$ cat src/rtl/hpdcache_mem_responder.sv
// rtl/hpdcache_mem_responder.sv - HPDcache memory-side responder backed by a 1-cycle-latency word RAM
// One transaction in flight; read/write requests are arbitrated round-robin in IDLE.
module hpdcache_mem_responder #(
    parameter int unsigned           ADDR_WIDTH = 32,
    parameter int unsigned           ID_WIDTH   = 6,
    parameter int unsigned           DATA_WIDTH = 32,
    parameter int unsigned           MEM_WORDS  = 4096,
    parameter logic [ADDR_WIDTH-1:0] BASE_ADDR  = '0
) (
    input  logic                         clk_i,
    input  logic                         rst_ni,
    input  logic                         rd_req_valid_i,
    output logic                         rd_req_ready_o,
    input  logic [ADDR_WIDTH-1:0]        rd_req_addr_i,
    input  logic [7:0]                   rd_req_len_i,
    input  logic [2:0]                   rd_req_size_i,
    input  logic [ID_WIDTH-1:0]          rd_req_id_i,
    input  logic                         rd_req_atomic_i,
    output logic                         rd_rsp_valid_o,
    input  logic                         rd_rsp_ready_i,
    output logic [DATA_WIDTH-1:0]        rd_rsp_data_o,
    output logic [ID_WIDTH-1:0]          rd_rsp_id_o,
    output logic [1:0]                   rd_rsp_error_o,
    output logic                         rd_rsp_last_o,
    input  logic                         wr_req_valid_i,
    output logic                         wr_req_ready_o,
    input  logic [ADDR_WIDTH-1:0]        wr_req_addr_i,
    input  logic [7:0]                   wr_req_len_i,
    input  logic [2:0]                   wr_req_size_i,
    input  logic [ID_WIDTH-1:0]          wr_req_id_i,
    input  logic                         wr_req_atomic_i,
    input  logic                         wr_data_valid_i,
    output logic                         wr_data_ready_o,
    input  logic [DATA_WIDTH-1:0]        wr_data_i,
    input  logic [DATA_WIDTH/8-1:0]      wr_be_i,
    input  logic                         wr_last_i,
    output logic                         wr_rsp_valid_o,
    input  logic                         wr_rsp_ready_i,
    output logic [ID_WIDTH-1:0]          wr_rsp_id_o,
    output logic [1:0]                   wr_rsp_error_o,
    output logic                         wr_rsp_is_atomic_o,
    output logic                         mem_en_o,
    output logic                         mem_we_o,
    output logic [$clog2(MEM_WORDS)-1:0] mem_addr_o,
    output logic [DATA_WIDTH-1:0]        mem_wdata_o,
    output logic [DATA_WIDTH/8-1:0]      mem_be_o,
    input  logic [DATA_WIDTH-1:0]        mem_rdata_i
);

    localparam int unsigned MAW  = $clog2(MEM_WORDS);
    localparam int unsigned AEXT = ADDR_WIDTH + 2;
    localparam logic [AEXT-1:0] BASE_EXT  = AEXT'(BASE_ADDR);
    localparam logic [AEXT-1:0] LIMIT_EXT = BASE_EXT + AEXT'(4 * MEM_WORDS);
    localparam logic [1:0] RESP_OKAY   = 2'b00;
    localparam logic [1:0] RESP_SLVERR = 2'b10;

    typedef enum logic [2:0] {IDLE, RD_ISSUE, RD_RESP, WR_DATA, WR_RESP} state_e;

    state_e                  state_q, state_d;
    logic                    last_wr_q, last_wr_d;
    logic                    live_q, live_d;
    logic [ADDR_WIDTH-1:0]   addr_q, addr_d;
    logic [7:0]              len_q, len_d;
    logic [8:0]              cnt_q, cnt_d;
    logic [ID_WIDTH-1:0]     id_q, id_d;
    logic                    err_q, err_d;
    logic                    mis_q, mis_d;
    logic [DATA_WIDTH-1:0]   rdata_q, rdata_d;
    logic                    fresh_q, fresh_d;

    logic                    gnt_rd, gnt_wr;
    logic [ADDR_WIDTH-1:0]   req_addr;
    logic [7:0]              req_len;
    logic [2:0]              req_size;
    logic [ID_WIDTH-1:0]     req_id;
    logic                    req_atomic;
    logic [AEXT-1:0]         req_first, req_end;
    logic                    req_err;
    logic [8:0]              len_ext;
    logic                    rd_last, beat_in_len;
    logic [ADDR_WIDTH-1:0]   mem_off;
    logic [DATA_WIDTH-1:0]   rd_beat_data;

    // live_q keeps both request readies low while reset is asserted
    assign gnt_rd = live_q && (state_q == IDLE) && rd_req_valid_i && (!wr_req_valid_i || last_wr_q);
    assign gnt_wr = live_q && (state_q == IDLE) && wr_req_valid_i && !gnt_rd;

    assign req_addr   = gnt_rd ? rd_req_addr_i   : wr_req_addr_i;
    assign req_len    = gnt_rd ? rd_req_len_i    : wr_req_len_i;
    assign req_size   = gnt_rd ? rd_req_size_i   : wr_req_size_i;
    assign req_id     = gnt_rd ? rd_req_id_i     : wr_req_id_i;
    assign req_atomic = gnt_rd ? rd_req_atomic_i : wr_req_atomic_i;

    // req_end is the last beat's byte address, widened so a wrap past 2^ADDR_WIDTH is visible
    assign req_first = AEXT'(req_addr);
    assign req_end   = req_first + AEXT'({req_len, 2'b00});
    assign req_err   = req_atomic || (req_size != 3'd2) || (req_addr[1:0] != 2'b00) ||
                       (req_first < BASE_EXT) || (req_end >= LIMIT_EXT) || req_end[ADDR_WIDTH];

    assign len_ext      = {1'b0, len_q};
    assign rd_last      = (cnt_q == len_ext);
    assign beat_in_len  = (cnt_q <= len_ext);
    assign mem_off      = addr_q - BASE_ADDR;
    assign rd_beat_data = err_q ? '0 : mem_rdata_i;

    always_ff @(posedge clk_i or negedge rst_ni) begin
        if (!rst_ni) begin
            state_q <= IDLE;
        end else begin
            state_q <= state_d;
        end
    end

    always_comb begin
        state_d = state_q;
        case (state_q)
            IDLE: begin
                if (gnt_rd)      state_d = RD_ISSUE;
                else if (gnt_wr) state_d = WR_DATA;
            end
            RD_ISSUE: state_d = RD_RESP;
            RD_RESP: begin
                if (rd_rsp_ready_i) state_d = rd_last ? IDLE : RD_ISSUE;
            end
            WR_DATA: begin
                if (wr_data_valid_i && wr_last_i) state_d = WR_RESP;
            end
            WR_RESP: begin
                if (wr_rsp_ready_i) state_d = IDLE;
            end
            default: state_d = IDLE;
        endcase
    end

    always_comb begin
        rd_req_ready_o     = gnt_rd;
        wr_req_ready_o     = gnt_wr;
        wr_data_ready_o    = (state_q == WR_DATA);
        rd_rsp_valid_o     = (state_q == RD_RESP);
        rd_rsp_data_o      = fresh_q ? rd_beat_data : rdata_q;
        rd_rsp_id_o        = id_q;
        rd_rsp_error_o     = err_q ? RESP_SLVERR : RESP_OKAY;
        rd_rsp_last_o      = (state_q == RD_RESP) && rd_last;
        wr_rsp_valid_o     = (state_q == WR_RESP);
        wr_rsp_id_o        = id_q;
        wr_rsp_error_o     = (err_q || mis_q) ? RESP_SLVERR : RESP_OKAY;
        wr_rsp_is_atomic_o = 1'b0;
        mem_en_o           = 1'b0;
        mem_we_o           = 1'b0;
        mem_addr_o         = MAW'(mem_off >> 2);
        mem_wdata_o        = '0;
        mem_be_o           = '0;
        if (state_q == RD_ISSUE && !err_q) begin
            mem_en_o = 1'b1;
        end
        // beats past len are still consumed but never reach the RAM
        if (state_q == WR_DATA && wr_data_valid_i && !err_q && beat_in_len) begin
            mem_en_o    = 1'b1;
            mem_we_o    = 1'b1;
            mem_wdata_o = wr_data_i;
            mem_be_o    = wr_be_i;
        end
    end

    always_comb begin
        addr_d    = addr_q;
        len_d     = len_q;
        cnt_d     = cnt_q;
        id_d      = id_q;
        err_d     = err_q;
        mis_d     = mis_q;
        rdata_d   = rdata_q;
        fresh_d   = 1'b0;
        last_wr_d = last_wr_q;
        live_d    = 1'b1;
        case (state_q)
            IDLE: begin
                if (gnt_rd || gnt_wr) begin
                    addr_d    = req_addr;
                    len_d     = req_len;
                    id_d      = req_id;
                    err_d     = req_err;
                    cnt_d     = '0;
                    mis_d     = 1'b0;
                    last_wr_d = gnt_wr;
                end
            end
            RD_ISSUE: fresh_d = 1'b1;
            RD_RESP: begin
                if (fresh_q) rdata_d = rd_beat_data;
                if (rd_rsp_ready_i && !rd_last) begin
                    addr_d = addr_q + ADDR_WIDTH'(4);
                    cnt_d  = cnt_q + 9'd1;
                end
            end
            WR_DATA: begin
                if (wr_data_valid_i) begin
                    if (beat_in_len) begin
                        addr_d = addr_q + ADDR_WIDTH'(4);
                        cnt_d  = cnt_q + 9'd1;
                    end
                    if (wr_last_i ? (cnt_q != len_ext) : (cnt_q >= len_ext)) mis_d = 1'b1;
                end
            end
            default: ;
        endcase
    end

    always_ff @(posedge clk_i or negedge rst_ni) begin
        if (!rst_ni) begin
            last_wr_q <= 1'b1;
            live_q    <= 1'b0;
            addr_q    <= '0;
            len_q     <= '0;
            cnt_q     <= '0;
            id_q      <= '0;
            err_q     <= 1'b0;
            mis_q     <= 1'b0;
            rdata_q   <= '0;
            fresh_q   <= 1'b0;
        end else begin
            last_wr_q <= last_wr_d;
            live_q    <= live_d;
            addr_q    <= addr_d;
            len_q     <= len_d;
            cnt_q     <= cnt_d;
            id_q      <= id_d;
            err_q     <= err_d;
            mis_q     <= mis_d;
            rdata_q   <= rdata_d;
            fresh_q   <= fresh_d;
        end
    end

endmodule
$ cat config.mk
export PLATFORM = sky130hd
export DESIGN_NAME = hpdcache_mem_responder
export DESIGN_NICKNAME = d
export VERILOG_FILES = /design/src/rtl/hpdcache_mem_responder.sv
export SDC_FILE = /design/constraint.sdc
export NUM_CORES = 1
export LEC_CHECK = 0
export BUFFER_PORTS_ARGS = -buffer_cell sky130_fd_sc_hd__clkbuf_2
export CORE_MARGIN = 5
export CORE_UTILIZATION = 51
export CTS_CLUSTER_SIZE = 25
export DETAILED_ROUTE_END_ITERATION = 8
export PLACE_DENSITY = 0.95
export SETUP_SLACK_MARGIN = 0.15
export SYNTH_ARGS = -nofsm -noshare
export SYNTH_HDL_FRONTEND = slang
export SYNTH_SLANG_ARGS = --single-unit
$ cat constraint.sdc
create_clock -name clk_i -period 13.42 [get_ports clk_i]
set_input_delay 0 -clock clk_i [delete_from_list [all_inputs] [get_ports clk_i]]
set_output_delay 0 -clock clk_i [all_outputs]
set_load 0.01 [all_outputs]
======== Yosys cells after proc, flatten, opt, wreduce, memory -nomap -nowiden ========
Cells that the tools add are included.
Widths: inputs -> output; s select.
word-level totals
  register bits ........................... 95
  latch bits .............................. 0
  bits in writable memories ............... 0
  bits in read-only memories .............. 0
  bits of input ports ..................... 176
  output and inout bits ................... 105
  logic and storage cells ................. 103
  memories ................................ 0
cells by class
  add/subtract/negate cells ............... 3
  multipliers ............................. 0
  div/mod/pow operators ................... 0
  order comparisons ....................... 4
  equality and inequality tests ........... 16
  shifts and indexed selects .............. 0
  muxes and demuxes ....................... 37
  bitwise logic cells ..................... 0
  reduce and logical (&&, ||, !) cells .... 32
operators with widths
  cell                   number
  $mux 32                8
  $pmux 32 s3            1
  $mux 9                 4
  $add 32x10->33         1
  $ge 33x15->1 const B   1
  $add 32x3->32 const B  1
  $lt 32x1->1 const B    1
  $pmux 9 s3             1
  $mux 3                 6
  $pmux 3 s5             1
  $ne 2x1->1 const B     7
  $logic_and 1x1->1      12
  $mux 1                 10
  $add 9x1->9 const B    1
  $eq 9x8->1             1
  $ge 9x8->1             1
  $le 9x8->1             1
  $ne 9x8->1             1
  $logic_or 1x1->1       8
  $mux 8                 1
  $reduce_and 4->1       2
  $eq 3x2->1 const B     2
  $mux 6                 1
  $reduce_and 5->1       1
  other kinds (13)       18

======== Longest topological paths before layout ========
Gate-level depths: netlist of the first run.
  depth in word-level cells ............... 11
  mapped depth ............................ 21
  mapped depth without buffers ............ 16

======== Worst setup path after synthesis of the first run ========
OpenSTA, ideal clock, no wires.
  path type ............................... reg-to-reg
  start ................................... register state_q[2]
  end ..................................... register err_q
  library setup time ...................... 0.126 ns
  arrival time ............................ 4.399 ns
  data required time ...................... 13.294 ns
  path slack .............................. 8.895 ns
  cell stages (with the launch flop) ...... 22
  buffers on the path ..................... 5
  clock period less this slack ............ 4.525 ns
  path through ............................ dfrtp_1 -> buf_6 -> nor4b_4 -> nand3_2 -> inv_2 -> buf_6 -> buf_6 -> clkbuf_1 -> buf_1 -> nand2_1 -> nand2_1 -> ha_1 -> inv_1 -> fa_1 -> nand3b_1 -> a21oi_1 -> o22ai_1 -> a2111o_1 -> a2bb2o_4 -> nor4_1 -> nand4_1 -> o32a_1
on the way
  elaborated cells between the ends (all ways) .. 23
  those cells by class .................... add/sub (1); order compare (2); eq/ne (1); mux (4); reduce/logical (15)
RTL lines
  element                              RTL line  source
  from (decl)                          59        state_e state_q, state_d;
  from (signal assigned)               110       state_q <= state_d;
  $logic_not 3->1 (*)                  85        assign gnt_rd = live_q && (state_q == IDLE) && rd_req_valid_i && (!wr_req_valid_i || last_wr_q);
  $logic_and 1x1->1 (*) (3 in series)  85
  $mux 8 (*)                           89        assign req_len = gnt_rd ? rd_req_len_i : wr_req_len_i;
  named net req_len[0]                 73        logic [7:0] req_len;
  $add 32x10->33 (*)                   96        assign req_end = req_first + AEXT'({req_len, 2'b00});
  $ge 33x15->1                         98        (req_first < BASE_EXT) || (req_end >= LIMIT_EXT) || req_end[ADDR_WIDTH];
  $logic_or 1x1->1                     98
  $logic_or 1x1->1 (*)                 98
  to (signal assigned)                 228       err_q <= err_d;
  to (decl)                            66        logic err_q, err_d;
The timed path passes the listed nets; every way through them passes the cells marked *.
A chain may end at the register's enable or synchronous reset.

======== Worst setup path in the final report of the first run ========
  start ................................... register state_q[1]
  end ..................................... register err_q
The elaborated chain is that of the path after synthesis.

==> results of run 1 <==
## worst paths after layout
check | start | endpoint
max in group asynchronous | rst_ni | rdata_q[20]
setup reg to reg | state_q[1] | err_q
min in group asynchronous | rst_ni | addr_q[7]
hold reg to reg | mis_q | mis_q
hold / removal | mem_rdata_i[2] | rdata_q[2]
setup / recovery | state_q[1] | err_q
## area by class of cell
cell class	count	share of cell area, %
clock buffers	9	1.66
clock inverters	7	1.43
inverters	51	2.57
multi-input cells	587	45.6
flip-flops and latches	75	25.2
well taps	140	2.35
repair buffers	297	21.2
## flip-flops by register name (all words and copies together), names as in the netlist
register,count
addr_q,12
err_q,1
cnt_q,9
len_q,8
fresh_q,1
rd_rsp_id_o,6
last_wr_q,1
mis_q,1
live_q,1
state_q,3
rdata_q,32
## power by group through the flow
stage	Combinational (W)	Sequential [W]	Clock, W
2_1_floorplan	0.000393	0.000358	0
3_3_place_gp	0.000541	0.000373	0
3_5_place_dp	0.000560	0.000377	0
4_1_cts	0.000584	0.000373	0.000202
5_1_grt	0.000652	0.000385	0.000213
6_report	0.000590	0.000374	0.000201
## worst max-delay path: cells and delay by family (launching register included)
kind,cells,cell delay [ns]
compound gates,5,1.46
fa+ha+maj,2,0.54
buf+inv,2,1.12
flops,1,0.53
simple gates,7,2.15
## routing by layer
layer	GRT usage, %	wire length [µm]
met5	0	0
met2	47.5	9440
met1	33.3	7070
met3	4.18	1520
met4	12.4	728
## synthesized netlist by cell type, drive strengths merged, types with 2 or more instances
cell type,number
nand3,34
nand2b,5
dfrtp,74
nor4b,2
nor3,13
a211o,3
conb,2
and2,42
nor4,6
o22ai,3
a311o,2
a2bb2oi,2
o21ai,96
xor2,6
inv,51
a21oi,34
a21o,6
mux2i,20
and4,2
o21a,2
nor2,37
nor2b,7
and3,5
and4b,2
a31oi,6
nand4,18
ha,18
a211oi,3
o211ai,2
a41oi,3
or3,9
xnor2,5
clkbuf,33
nor3b,2
buf,16
a31o,5
nand3b,3
or2,2
o31ai,5
nand2,153
## cell families (layout without fill, tap and decap cells)
family | count (synthesis) | after routing | share of synthesized area (%)
other cells | 2 | 4 | 0.132
buf+inv | 100 | 364 | 7.65
flops | 75 | 75 | 33.0
fa+ha+maj | 19 | 19 | 4.31
xor+xnor | 11 | 11 | 1.69
compound gates | 188 | 188 | 20.2
mux | 21 | 21 | 3.72
simple gates | 344 | 344 | 29.3
## through the flow
step	total power (W)	worst slack [ns]	utilization, %	hold WS (ns)	instance area, µm²
3_3_place_gp	0.000914	7.80	64.8	0.204	7050
3_5_place_dp	0.000937	7.62	64.8	0.198	7050
6_report	0.00117	7.48	68.4	0.0108	7450
4_1_cts	0.00116	7.58	68.4	0.000481	7450
5_1_grt	0.00125	7.02	68.4	0.0208	7450
2_1_floorplan	0.000752	8.90	-	-0.296	5700
## repair_timing
action	4_1_cts	5_1_grt
hold endpoints to repair	84	0
buffers inserted	0	0
hold buffers	17	0
==> flow_metrics.env, run 1 <==
export IMPL_status="finished, final reports clean"
export IMPL_core_um2=10900
export IMPL_r2r_slack_ns=7.48
export IMPL_fp_dieW_um=116
export IMPL_seqPwrFrac_pct=32.1
export IMPL_antenna_found_initial=0
export IMPL_drt_iter0_drc=500
export IMPL_remaining_drc_errors=0
export IMPL_ys_async_sr_fraction_pct=100
export IMPL_rows=38
export IMPL_synth_edf_count=0
export IMPL_root_buffer="clkbuf_8"
export IMPL_pwr_share_comb_pct=50.7
export IMPL_rsz0062_at_grt="no"
export IMPL_final_common_cell="clkbuf_2"
export IMPL_yosysUniqueCellTypes=70
export IMPL_path_clk_slew_ns=0.09
export IMPL_p_sw_w=0.000527
export IMPL_crit_chain="nor4b_4 > nand3_2 > inv_2 > nand2_1 > nand2_1 > ha_1 > inv_1 > fa_1 > nand3b_1 > a21oi_1 > o22ai_1 > a2111o_1 > a2bb2o_4 > nor4_1 > nand4_1 > o32a_1"
export IMPL_synth_flop_cell="dfrtp_1"
export IMPL_multi_input_area_um2=3390
export IMPL_ios=281
export IMPL_htreeDepth=3
export IMPL_cp_max_fo=57
export IMPL_power_leakage_nw=3.74
export IMPL_clockBufferDepth=2
export IMPL_grt_total_usage_pct=27.3
export IMPL_max_freq_ghz=0.168
export IMPL_synth_area_leaders="dfrtp_1 (33%), nand2_1 (10%), o21ai_0 (6.7%)"
export IMPL_required_ns=13.65
export IMPL_wirelength_um=18800
export IMPL_peakVddDrop_mv=0.0893
export IMPL_cts_repair_resized=0
export IMPL_synth_ff_latch_count=75
export IMPL_fin_crit_ns=5.94
export IMPL_fillers=882
export IMPL_numCtsBuffers=9
export IMPL_first_pass_iters=5
export IMPL_grt_ovfl_total=0
export IMPL_ant_nets=0
export IMPL_start_util_pct=52.3
export IMPL_yosysTopAreaCellShare_pct=32.5
export IMPL_powerDensity_nw_per_um2=156
export IMPL_endpoint_kind="flip-flop"
export IMPL_setup_viol=0
export IMPL_port_buffers=277
export IMPL_yosysTopAreaCell="dfrtp_1"
export IMPL_grt_pass1_wl_um=29700
export IMPL_syn_inst=760
export IMPL_fin_cells=1166
export IMPL_final_max_slew_viol_count=0
export IMPL_finalCritPeriodShare_pct=44.2
export IMPL_dieHeight_um=116
export IMPL_synth_warnings=0
export IMPL_swShare_pct=45.2
export IMPL_tightest_slew_ns=1.25
export IMPL_final_nets=1216
export IMPL_cp_arrival_ns=6.16
export IMPL_slowest_delay_ns=1.06
export IMPL_dp_cells=1133
export IMPL_grt_max_degree=76
export IMPL_hold_class="input pin to flip-flop"
export IMPL_whs_path_depth=5
export IMPL_grt_pass1_vias=6475
export IMPL_wire_per_inst_um=16.1
export IMPL_clk_latency_ns=0.34
export IMPL_rr_worst_depth=16
export IMPL_cts_tree="built"
export IMPL_vias=6651
export IMPL_crit_path_frequent_cell="nand2_1"
export IMPL_crit_type="flip-flop to flip-flop"
export IMPL_numClockSinks=75
export IMPL_regArea_um2=1880
export IMPL_insertedDiodeCount=0
export IMPL_fin_setup_tns_ns=0
export IMPL_syn_to_final_growth_pct=30.9
export IMPL_slowest_stage="inv_2"
export IMPL_postSynthAreaPerCell_um2=7.49
export IMPL_gp_congestion=0.970
export IMPL_p_int_w=0.000638
export IMPL_ys_seq_area_share_pct=33.0
export IMPL_synth_area_um2=5690
export IMPL_die_area_um2=13400
export IMPL_skew_ns=0.00980
export IMPL_clock_power_share_pct=17.2
export IMPL_dp_hpwl_um=14400
export IMPL_layout_common_cells="clkbuf_2 (276), nand2_1 (153), o21ai_0 (76)"
export IMPL_layout_drive_gt1_share_pct=30.1
export IMPL_crit_path_start_kind="flip-flop"
export IMPL_via_per_inst=5.70
export IMPL_hold_violations=0
export IMPL_slew_headroom_pct=16.1
export IMPL_maxCapViolations=0
No activity file was read; power rests on OpenSTA's default activity.
==> run 2: changes to the inputs <==
--- a/config.mk
+++ b/config.mk
@@ -7,10 +7,10 @@
 export LEC_CHECK = 0
 export BUFFER_PORTS_ARGS = -buffer_cell sky130_fd_sc_hd__clkbuf_2
 export CORE_MARGIN = 5
-export CORE_UTILIZATION = 51
+export CORE_UTILIZATION = 43
 export CTS_CLUSTER_SIZE = 25
 export DETAILED_ROUTE_END_ITERATION = 8
-export PLACE_DENSITY = 0.95
+export PLACE_DENSITY = 0.9
 export SETUP_SLACK_MARGIN = 0.15
 export SYNTH_ARGS = -nofsm -noshare
 export SYNTH_HDL_FRONTEND = slang
==> constraint.sdc (replaced) <==
create_clock -name clk_i -period 4.9 [get_ports clk_i]
set_input_delay 0 -clock clk_i [delete_from_list [all_inputs] [get_ports clk_i]]
set_output_delay 0 -clock clk_i [all_outputs]
set_load 0.01 [all_outputs]
==> run 2 against run 1 <==
  * Clock skew shrank 0.0032 ns
  * Die area grew 17%
  * Core utilization shrank 11 points
  * Count of clock-buffer cells in the layout grew 3
  * Largest power group unchanged
  * Critical endpoint unchanged
==> flow_metrics.env, run 2 (same netlist as run 1, synthesis figures left out) <==
export IMPL_status="finished, final reports clean"
export IMPL_drt_iter0_drc=507
export IMPL_powerDensity_nw_per_um2=437
export IMPL_clockBufferDepth=2
export IMPL_core_um2=13100
export IMPL_dieHeight_um=125
export IMPL_endpoint_kind="flip-flop"
export IMPL_cpLargestDelayFamily="compound AO/OA/AOI/OAI gates"
export IMPL_fin_setup_tns_ns=0
export IMPL_setup_viol=0
export IMPL_top_register="rdata_q"
export IMPL_ant_nets=0
export IMPL_grt_max_degree=76
export IMPL_syn_to_final_growth_pct=32.8
export IMPL_via_per_inst=5.47
export IMPL_cp_max_fo=27
export IMPL_crit_type="flip-flop to flip-flop"
export IMPL_fin_crit_ns=4.41
export IMPL_final_common_cell="clkbuf_2"
export IMPL_cts_setup_buffers=0
export IMPL_crit_path_frequent_cell="nand2_1"
export IMPL_layout_common_cells="clkbuf_2 (276), nand2_1 (153), o21ai_0 (76)"
export IMPL_grt_total_usage_pct=23.5
export IMPL_slowest_stage="dfrtp_1"
export IMPL_hold_violations=0
export IMPL_numClockSinks=75
export IMPL_required_ns=5.11
export IMPL_layout_drive_gt1_share_pct=30.5
export IMPL_dp_hpwl_um=14700
export IMPL_root_buffer="clkbuf_16"
export IMPL_pre_cts_ws_ns=0.631
export IMPL_remaining_drc_errors=0
export IMPL_start_util_pct=43.5
export IMPL_crit_chain="nor4b_4 > nand3_2 > inv_2 > nand2_1 > nand2_1 > ha_1 > inv_1 > fa_1 > nand3b_1 > a21oi_1 > o22ai_1 > a2111o_1 > a2bb2o_4 > nor4_1 > nand4_1 > o32a_1"
export IMPL_rsz0062_at_grt="no"
export IMPL_rows=42
export IMPL_cts_tree="built"
export IMPL_grt_ovfl_total=0
export IMPL_slew_headroom_pct=21.0
export IMPL_htreeDepth=3
export IMPL_cp_arrival_ns=4.62
export IMPL_die_area_um2=15600
export IMPL_ios=281
export IMPL_skew_ns=0.00661
export IMPL_wirelength_um=19300
export IMPL_tightest_slew_ns=1.18
export IMPL_antenna_found_initial=0
export IMPL_fp_dieW_um=125
export IMPL_reg_top3="rdata_q x32, addr_q x12, cnt_q x9"
export IMPL_maxCapViolations=0
export IMPL_gp_congestion=0.997
export IMPL_max_freq_ghz=0.227
export IMPL_insertedDiodeCount=0
export IMPL_slowest_delay_ns=0.53
export IMPL_wire_per_inst_um=16.1
export IMPL_grt_pass1_vias=6392
export IMPL_hold_buffers=14
export IMPL_fin_cells=1203
export IMPL_numCtsBuffers=9
export IMPL_final_nets=1217
export IMPL_finalCritPeriodShare_pct=90.1
export IMPL_largest_reg_flops=32
export IMPL_setup_slack_ns=0.487
export IMPL_hold_class="input pin to flip-flop"
export IMPL_crit_buf_inv=2
export IMPL_first_pass_iters=7
export IMPL_path_clk_slew_ns=0.06
export IMPL_power_leakage_nw=3.78
export IMPL_final_max_slew_viol_count=0
export IMPL_port_buffers=277
export IMPL_grt_pass1_wl_um=31000
export IMPL_vias=6578
export IMPL_crit_path_start_kind="flip-flop"
export IMPL_dp_cells=1173
export IMPL_fillers=1173
export IMPL_clk_latency_ns=0.33
export IMPL_cts_repair_resized=0
export IMPL_peakVddDrop_mv=0.215
## run 2: cell types whose count changed in the layout (fill, tap and decap cells not counted), sizes merged
cell	previous run	this run
clkbuf	285	288
inv	55	51
clkinv	1	4
buf	4	8
bufinv	2	0
dlygate4sd3	17	14
## run 2: final cells by class
cell class                      count  area [µm²]  share of cell area [%]
Multi-Input combinational cell    587        3390                    44.9
Clock buffer                       12         267                    3.53
Timing Repair Buffer              298        1580                    20.9
Clock inverter                      4        23.8                   0.315
Sequential cell                    75        1880                    24.9
Inverter                           51         191                    2.53
Tap cell                          176         220                    2.91
## run 2: routing by layer
metal | part of all wire (%) | wire length (µm) | vias up | track usage (%)
met3 | 8.8 | 1700 | 43 | 4.95
met2 | 48 | 9280 | 383 | 39.1
met4 | 2.2 | 432 | 0 | 7.46
met5 | 0 | 0 | - | 0
met1 | 41 | 7910 | 2997 | 30.9
li1 | - | - | 3155 | -
## run 2: stage by stage
step                hold slack (ns)  total power, W  area (µm²)  utilization [%]
global route                 0.0177         0.00352        7560             57.7
finish                       0.0239         0.00330        7560             57.7
floorplan                    -0.296         0.00206        5700                -
CTS                         0.00514         0.00328        7560             57.7
global placement              0.196         0.00254        7130             54.5
detailed placement            0.195         0.00259        7130             54.5
## run 2: worst reg2reg max path: stages, from the launching register on
cell	delay, ns
dfrtp_1	0.53
nor4b_4	0.39
nand3_2	0.13
inv_2	0.36
nand2_1	0.12
nand2_1	0.10
ha_1	0.17
inv_1	0.06
fa_1	0.34
nand3b_1	0.16
a21oi_1	0.16
o22ai_1	0.32
a2111o_1	0.50
a2bb2o_4	0.22
nor4_1	0.28
nand4_1	0.15
o32a_1	0.31
## run 2: path summary, 6_finish.rpt
check | cells after the start | slack (ns) | end | startpoint
worst min-delay path | 3 | 0.02 | last_wr_q | wr_req_valid_i
max in group asynchronous | 2 | 3.90 | addr_q[7] | rst_ni
min in group asynchronous | 2 | 0.36 | rdata_q[24] | rst_ni
worst min register to register | 1 | 0.48 | mis_q | mis_q
worst max register to register | 16 | 0.49 | err_q | state_q[1]
worst max-delay path | 16 | 0.49 | err_q | state_q[1]
## run 2: power breakdown
group | internal (W) | switching [W]
clock network | 0.000382 | 0.000248
logic | 0.000633 | 0.00101
registers | 0.000829 | 0.000199
total | 0.00184 | 0.00146
==> run 3: changes to the inputs <==
--- a/config.mk
+++ b/config.mk
@@ -6,9 +6,8 @@
 export NUM_CORES = 1
 export LEC_CHECK = 0
 export BUFFER_PORTS_ARGS = -buffer_cell sky130_fd_sc_hd__clkbuf_2
-export CORE_MARGIN = 5
 export CORE_UTILIZATION = 43
-export CTS_CLUSTER_SIZE = 25
+export CTS_CLUSTER_SIZE = 8
 export DETAILED_ROUTE_END_ITERATION = 8
 export PLACE_DENSITY = 0.9
 export SETUP_SLACK_MARGIN = 0.15
==> run 3 against run 2 <==
  * Count of clock-buffer cells in the layout decreased by 2
  * Non-clock buffer count is 3 higher
  * Sequential power about the same
  * Flip-flop and latch count is the same
  * Setup slack better by 0.092 ns
  * Via count fell by 0.64%
  * Maximum frequency increased by 2.1%
  * Core utilization is 1.6 points higher
  * Register-to-register slack improved by 0.09 ns
  * Hold slack got worse by 0.0024 ns
==> flow_metrics.env, run 3 (same netlist as run 1, synthesis figures left out) <==
export IMPL_r2r_slack_ns=0.58
export IMPL_seqPwrFrac_pct=31.1
export IMPL_cp_arrival_ns=4.53
export IMPL_slew_headroom_pct=23.5
export IMPL_antenna_found_initial=0
export IMPL_hold_violations=0
export IMPL_cts_tree="built"
export IMPL_clk_latency_ns=0.33
export IMPL_pwr_share_comb_pct=49.8
export IMPL_root_buffer="clkbuf_16"
export IMPL_gp_congestion=1.02
export IMPL_grt_pass1_wl_um=28300
export IMPL_layout_common_cells="clkbuf_2 (276), nand2_1 (153), o21ai_0 (76)"
export IMPL_via_per_inst=5.44
export IMPL_first_pass_iters=5
export IMPL_crit_buf_inv=3
export IMPL_final_max_slew_viol_count=0
export IMPL_vias=6536
export IMPL_reg_top3="rdata_q x32, addr_q x12, cnt_q x9"
export IMPL_pre_cts_ws_ns=0.433
export IMPL_drt_iter0_drc=328
export IMPL_clock_power_share_pct=19.0
export IMPL_final_common_cell="clkbuf_2"
export IMPL_ios=281
export IMPL_endpoint_kind="flip-flop"
export IMPL_power_leakage_nw=3.79
export IMPL_crit_chain="nor4b_4 > nand3_4 > clkinv_2 > nand2_1 > nand2_1 > ha_1 > inv_1 > fa_1 > nand3b_1 > a21oi_1 > o22ai_1 > buf_4 > a2111o_1 > a2bb2o_4 > nor4_1 > nand4_1 > o32a_1"
export IMPL_skew_ns=0.00904
export IMPL_dieHeight_um=117
export IMPL_swShare_pct=44.5
export IMPL_cts_setup_buffers=0
export IMPL_rsz0062_at_grt="no"
export IMPL_setup_slack_ns=0.579
export IMPL_layout_drive_gt1_share_pct=30.6
export IMPL_powerDensity_nw_per_um2=435
export IMPL_fp_dieW_um=117
export IMPL_maxCapViolations=0
export IMPL_dp_hpwl_um=13900
export IMPL_slowest_stage="dfrtp_1"
export IMPL_grt_ovfl_total=0
export IMPL_tightest_slew_ns=1.14
export IMPL_syn_to_final_growth_pct=33.2
export IMPL_grt_total_usage_pct=26.6
export IMPL_htreeDepth=3
export IMPL_insertedDiodeCount=0
export IMPL_max_freq_ghz=0.231
export IMPL_peakVddDrop_mv=0.309
export IMPL_top_register="rdata_q"
export IMPL_path_clk_slew_ns=0.06
export IMPL_port_buffers=277
export IMPL_clockBufferDepth=2
export IMPL_largest_reg_flops=32
export IMPL_setup_viol=0
export IMPL_numClockSinks=75
export IMPL_core_um2=12800
export IMPL_fin_setup_tns_ns=0
export IMPL_crit_path_frequent_cell="nand2_1"
export IMPL_grt_pass1_vias=5971
export IMPL_wirelength_um=18000
export IMPL_numCtsBuffers=9
export IMPL_reg2reg_from="state_q[1]"
export IMPL_cp_max_fo=18
export IMPL_cpLargestDelayFamily="simple AND/OR/NAND/NOR gates"
export IMPL_final_nets=1220
export IMPL_grt_max_degree=76
export IMPL_required_ns=5.11
export IMPL_fin_crit_ns=4.32
export IMPL_finalCritPeriodShare_pct=88.2
export IMPL_wire_per_inst_um=15.0
export IMPL_postLayoutCoreUtil_pct=59.3
export IMPL_slowest_delay_ns=0.53
export IMPL_ant_nets=0
export IMPL_hold_class="input pin to flip-flop"
export IMPL_crit_type="flip-flop to flip-flop"
export IMPL_p_sw_w=0.00147
export IMPL_status="finished, final reports clean"
export IMPL_rows=41
export IMPL_p_int_w=0.00183
export IMPL_cp_startpoint="state_q[1]"
export IMPL_die_area_um2=13700
export IMPL_remaining_drc_errors=0
export IMPL_start_util_pct=44.5
export IMPL_crit_path_start_kind="flip-flop"
export IMPL_min_from="wr_req_valid_i"
-- run 3: power by group through the flow --
stage | clock [W] | sequential, W | combinational (W)
global placement | 0 | 0.00102 | 0.00152
finish | 0.000627 | 0.00103 | 0.00164
CTS | 0.000634 | 0.00102 | 0.00163
detailed placement | 0 | 0.00103 | 0.00156
floorplan | 0 | 0.000982 | 0.00108
global route | 0.000661 | 0.00105 | 0.00183
-- run 3: what timing repair did --
action / 4_1_cts / 5_1_grt
endpoints found under the hold margin: 82 / 0
endpoints found under the setup margin: 0 / 1
gates resized for setup: 0 / 2
hold buffers: 15 / 0
-- run 3: worst paths after layout --
check | end | cells past startpoint
setup / recovery | err_q | 17
hold / removal | last_wr_q | 3
setup reg to reg | err_q | 17
hold reg to reg | rdata_q[30] | 1
max in group asynchronous | state_q[2] | 2
min in group asynchronous | rd_rsp_id_o[2] | 2
-- run 3: per-stage QoR --
step | cells | hold WS (ns) | area, µm² | power, W
4_1_cts | 1202 | 0.00812 | 7570 | 0.00328
5_1_grt | 1202 | 0.0310 | 7580 | 0.00354
3_5_place_dp | 1171 | 0.209 | 7140 | 0.00259
3_3_place_gp | 1171 | 0.200 | 7140 | 0.00254
6_report | 1202 | 0.0215 | 7580 | 0.00330
2_1_floorplan | 762 | -0.296 | 5700 | 0.00206
-- run 3: cell type report --
type                            count  area [µm²]
Inverter                           51         193
Multi-Input combinational cell    587        3400
Clock inverter                      6        47.5
Tap cell                          172         215
Timing Repair Buffer              301        1610
Fill cell                        1158        5190
Clock buffer                       10         239
Sequential cell                    75        1880
-- run 3: metal layers --
metal  vias to the layer above  track usage (%)  routed length (µm)
met4                         0             12.6                 624
met2                       303             45.5                8850
met5                         -                0                   0
met3                        50             4.48                1340
li1                       3153                -                   -
met1                      3030             32.9                7230
-- run 3: worst reg2reg max path, cell delays in order (launching register included) --
cell	delay, ns
dfrtp_1	0.53
nor4b_4	0.41
nand3_4	0.24
clkinv_2	0.27
nand2_1	0.09
nand2_1	0.09
ha_1	0.19
inv_1	0.06
fa_1	0.35
nand3b_1	0.16
a21oi_1	0.14
o22ai_1	0.12
buf_4	0.19
a2111o_1	0.40
a2bb2o_4	0.22
nor4_1	0.31
nand4_1	0.14
o32a_1	0.30
